==> config.mk <==
export PLATFORM = sky130hd
export DESIGN_NAME = hack_cpu_core
export DESIGN_NICKNAME = d
export VERILOG_FILES = /design/src/rtl/hack_cpu_core.sv
export SDC_FILE = /design/constraint.sdc
export NUM_CORES = 1
export LEC_CHECK = 0
export CORE_ASPECT_RATIO = 0.7
export CORE_MARGIN = 2
export CORE_UTILIZATION = 53
export DETAILED_ROUTE_END_ITERATION = 12
export GPL_TIMING_DRIVEN = 0
export PLACE_DENSITY = 0.81
export SLEW_MARGIN = 20
export SYNTH_ARGS = -nofsm -noshare
export SYNTH_HDL_FRONTEND = slang
export SYNTH_SLANG_ARGS = --single-unit
==> constraint.sdc <==
create_clock -name clk -period 5.6 [get_ports clk]
set_input_delay 1.12 -clock clk [delete_from_list [all_inputs] [get_ports clk]]
set_output_delay 1.12 -clock clk [all_outputs]
set_load 0.05 [all_outputs]
==> src/rtl/hack_cpu_core.sv <==
// Hack CPU datapath/control: A, D and PC registers around a 16-bit Hack ALU.
// Define HACK_CPU_RETIRE_CNT_EN to add the retired/jumped event counters.

module hack_alu (
    input  logic [15:0] x_i,
    input  logic [15:0] y_i,
    input  logic        zx_i,
    input  logic        nx_i,
    input  logic        zy_i,
    input  logic        ny_i,
    input  logic        f_i,
    input  logic        no_i,
    output logic [15:0] out_o,
    output logic        zr_o
);
    logic [15:0] x_z, x_n, y_z, y_n, res;

    always_comb begin
        x_z   = zx_i ? 16'h0000 : x_i;
        x_n   = nx_i ? ~x_z : x_z;
        y_z   = zy_i ? 16'h0000 : y_i;
        y_n   = ny_i ? ~y_z : y_z;
        res   = f_i ? (x_n + y_n) : (x_n & y_n);
        out_o = no_i ? ~res : res;
        zr_o  = (out_o == 16'h0000);
    end
endmodule

module hack_cpu_core #(
    parameter int unsigned PC_W = 15
) (
    input  logic            clk,
    input  logic            rst,
    input  logic            en,
    input  logic [15:0]     inst,
    input  logic [15:0]     in_m,
    output logic [15:0]     out_m,
    output logic            write_m,
    output logic [PC_W-1:0] address_m,
`ifdef HACK_CPU_RETIRE_CNT_EN
    output logic [31:0]     retired,
    output logic [31:0]     jumped,
`endif
    output logic [PC_W-1:0] pc
);
    logic [15:0]     a_q, a_d;
    logic [15:0]     d_q, d_d;
    logic [PC_W-1:0] pc_q, pc_d;

    logic        is_c;
    logic        sel_m, dst_a, dst_d, dst_m;
    logic        jlt, jeq, jgt;
    logic [15:0] alu_y;
    logic [15:0] alu_out;
    logic        alu_zr;
    logic        neg, pos, taken;
    logic [1:0]  unused_inst;

    // inst[14:13] carry no meaning in a C-instruction.
    assign unused_inst = inst[14:13];

    assign is_c  = inst[15];
    assign sel_m = inst[12];
    assign dst_a = inst[5];
    assign dst_d = inst[4];
    assign dst_m = inst[3];
    assign jlt   = inst[2];
    assign jeq   = inst[1];
    assign jgt   = inst[0];

    assign alu_y = sel_m ? in_m : a_q;

    hack_alu u_alu (
        .x_i   (d_q),
        .y_i   (alu_y),
        .zx_i  (inst[11]),
        .nx_i  (inst[10]),
        .zy_i  (inst[9]),
        .ny_i  (inst[8]),
        .f_i   (inst[7]),
        .no_i  (inst[6]),
        .out_o (alu_out),
        .zr_o  (alu_zr)
    );

    assign out_m     = alu_out;
    assign neg       = alu_out[15];
    assign pos       = ~neg & ~alu_zr;
    assign taken     = is_c & ((jlt & neg) | (jeq & alu_zr) | (jgt & pos));
    assign write_m   = ~rst & en & is_c & dst_m;
    assign address_m = a_q[PC_W-1:0];
    assign pc        = pc_q;

    always_comb begin
        a_d  = a_q;
        d_d  = d_q;
        // Jump target is the pre-edge A even when this instruction also writes A.
        pc_d = taken ? a_q[PC_W-1:0] : pc_q + 1'b1;
        if (!is_c) begin
            a_d = {1'b0, inst[14:0]};
        end else begin
            if (dst_a) a_d = alu_out;
            if (dst_d) d_d = alu_out;
        end
    end

    always_ff @(posedge clk or posedge rst) begin
        if (rst) begin
            a_q  <= 16'h0000;
            d_q  <= 16'h0000;
            pc_q <= '0;
        end else if (en) begin
            a_q  <= a_d;
            d_q  <= d_d;
            pc_q <= pc_d;
        end
    end

`ifdef HACK_CPU_RETIRE_CNT_EN
    logic [31:0] retired_q, jumped_q;

    always_ff @(posedge clk or posedge rst) begin
        if (rst) begin
            retired_q <= 32'd0;
            jumped_q  <= 32'd0;
        end else if (en) begin
            retired_q <= retired_q + 32'd1;
            if (taken) jumped_q <= jumped_q + 32'd1;
        end
    end

    assign retired = retired_q;
    assign jumped  = jumped_q;
`endif
endmodule
==> impl_metrics.yaml <==
status:
  status: "complete, no violations"
sta:
  drv_slew: 0
  max_freq_mhz: 181
  finalSetupViolCount: 0
  layout_setup_ws_ns: 0.0868
  rsz0062_at_grt: "no"
  finalClockSkew_ns: 0.00449
  slew_headroom_pct: 52.6
  hold_violations: 0
  worst_slew_pin_slew_ns: 0.711
  fin_crit_sh_pct: 98.5
  finalSetupTns_ns: 0
  period_minus_slack_ns: 5.51
setup_path:
  slowest_stage: "a2111o_1"
  crit_fanout: 10
  crit_chain: "dlygate4sd2_1 -> clkbuf_4 -> nand2b_1 -> xnor2_1 -> ha_2 -> fa_2 -> a211oi_4 -> o21ai_2 -> a2111o_1 -> a21o_1 -> a31oi_1 -> xnor2_1 -> inv_1 -> clkbuf_4"
  startpoint_type: "input pin"
  path_class: "input pin to output port"
  cp.arrival_ns: 4.39
  cp_slowest_stage_delay_ns: 0.42
  cp-end-kind: "output port"
  cp_data_required_time_ns: 4.48
logic_synthesis:
  netlist_instances: 526
  synth_edf_count: 0
  yosys.area_share.simple_pct: 17.8
  synth_top_family_by_area: "simple AND/OR/NAND/NOR gates"
  yosysSeqAreaShare_pct: 27.1
  ys_ff_latch: 47
  synth_area_per_cell_sq_um: 8.25
  synth_compound_area_share_pct: 17.6
  synthFlopType: "dfrtp_1"
  ys_types: 63
  ys_top_cells_by_area: "dfrtp_1 27%, mux2i_1 11%, xnor2_1 6.7%"
  synth_nets: 579
  synth.top_cell.area_share_pct: 27.1
  synthAdderAreaFrac_pct: 5.36
  synthMuxAreaShare_pct: 13.2
  synthXorXnorAreaFrac_pct: 10.3
  yosysWarningCount: 0
  syn_area_sq_um: 4340
  async_flop_share_pct: 100
  synth_top_area_cell: "dfrtp_1"
floorplan:
  core_sq_um: 7910
  die_w_um: 112
  die_height_um: 79.7
  io-pin-count: 82
  initial_core_util_pct: 54.9
  dieArea_sq_um: 8940
  rows: 27
cells_and_area:
  final_cell_mix: "61 x clkdlybuf4s50_1, 55 x nand2_1, 47 x mux2i_1, 47 x dfrtp_1, 37 x nor2_1"
  fin_nets: 662
  antenna_cells: 0
  layout_commonest_cell: "clkdlybuf4s50_1"
  synthToLayoutAreaGrowth_pct: 26.1
  layout-drive-gt1-share_pct: 13.6
cts:
  clk_pin_slew_ns: 0.07
  cts_buffer_depth: 2
  cts_root_buf: "clkbuf_16"
  clk_latency_ns: 0.29
  cts.sinks: 47
  cts_tree: "done"
  cts_buffers: 5
  htree_num_levels: 2
  cts_hold_buf: 0
global_route:
  met3_usage_pct: 6.61
  met2_usage_pct: 44.9
  grt_usage_pct: 29.2
  met1_usage_pct: 42.1
  grt_max_degree: 35
  grt_pass1_vias: 4099
  grt_first_pass_wirelength_um: 20800
  top_usage_layer: "met2"
  gr-total-overflow: 0
  antenna_found_initial: 0
detailed_routing:
  wire_per_inst_um: 18.4
  first_pass_iters: 6
  routed_wl_um: 13100
  dr.first_iter.drc_count: 375
  viasPerCell: 6.05
  drc_errors: 0
  ant_nets: 0
  routed-via-count: 4305
worst_hold_path:
  hold_path.class: "flip-flop to flip-flop"
power:
  ir_drop_uv: 325
  leakagePower_uw: 0.00250
  p_per_area_nw_per_um2: 539
  p_total_uw: 2950
placement:
  port_buffers: 73
  dp_slack_ns: -0.946
  dp_hpwl_um: 9970
  gp_congestion: 0.896
flow_run:
  maxCapViolations: 0
[stage by stage]
| stage | cell area (sq um) | std cells | utilization, % | hold WS, ns |
|---|---|---|---|---|
| after CTS | 5430 | 709 | 68.6 | 0.477 |
| after floorplan | 4350 | 526 | - | 0.438 |
| final | 5470 | 711 | 69.2 | 0.486 |
| after detailed placement | 5230 | 701 | 66.2 | 0.463 |
| after global routing | 5470 | 711 | 69.2 | 0.489 |
| after global placement | 5210 | 700 | 65.9 | 0.458 |
[power breakdown]
| group | internal, uW | leakage, uW | total (uW) | switching, uW |
|---|---|---|---|---|
| registers | 474 | 0.000562 | 599 | 125 |
| clock network | 222 | 0.0000868 | 357 | 134 |
| logic | 733 | 0.00185 | 1990 | 1260 |
| total | 1430 | 0.00250 | 2950 | 1520 |
[kinds of logic after synthesis]
kind of cell	Yosys count
simple gates	157
buf+inv	80
xor+xnor	51
mux	56
fa+ha+maj	18
flops	47
compound gates	117
[metal layers]
layer | vias up | part of all wire, %
met1 | 2060 | 44
met2 | 237 | 44
met3 | 23 | 10
met4 | 0 | 1.7
li1 | 1985 | -
met5 | - | 0
[synth_stat cells, types with 13 or more instances]
library cell,count
ha_1,17
a21oi_1,22
a22oi_1,13
clkbuf_1,22
buf_4,15
o21ai_0,33
xor2_1,18
inv_1,28
xnor2_1,33
nor2_1,37
nand2_1,55
dfrtp_1,47
nand3_1,13
mux2i_1,47
nand2b_1,17
[worst max-delay path: cells and delay by family]
family                   cells  cell delay [ns]
AO/OA/AOI/OAI                5             1.22
adder cells (fa/ha/maj)      2             0.63
AND/OR/NAND/NOR              1             0.17
XOR/XNOR                     2             0.35
buffers and inverters        4             0.90
[state kept, by name, summed over array words and instances (netlist names)]
name  cells
a_q      16
d_q      16
pc       15
[worst paths after layout]
kind                       slack [ns]  depth (start not counted)     start   endpoint
min in group asynchronous        1.11                          2       rst      pc[2]
max in group asynchronous        4.00                          3       rst      pc[7]
max reg2reg                      1.07                         19    a_q[0]      pc[6]
min                              0.49                          2   a_q[15]    a_q[15]
max                              0.09                         14  inst[11]  out_m[12]
min reg2reg                      0.49                          2   a_q[15]    a_q[15]
[final cells by class]
class / count / area [sq um]
inverters: 32 / 120
clock inverters: 2 / 35.0
clock buffers: 6 / 139
flip-flops and latches: 47 / 1180
fillers: 638 / 2430
plain buffers: 48 / 278
well taps: 101 / 126
repair buffers: 76 / 746
multi-input cells: 399 / 2850
[what timing repair did]
action                                  in CTS  in global routing
gates resized for setup                     33                 25
pin swaps                                    0                  3
endpoints found under the setup margin      29                 27
setup buffers                                0                  2
Note: power is estimated with default switching activity, not from simulation.
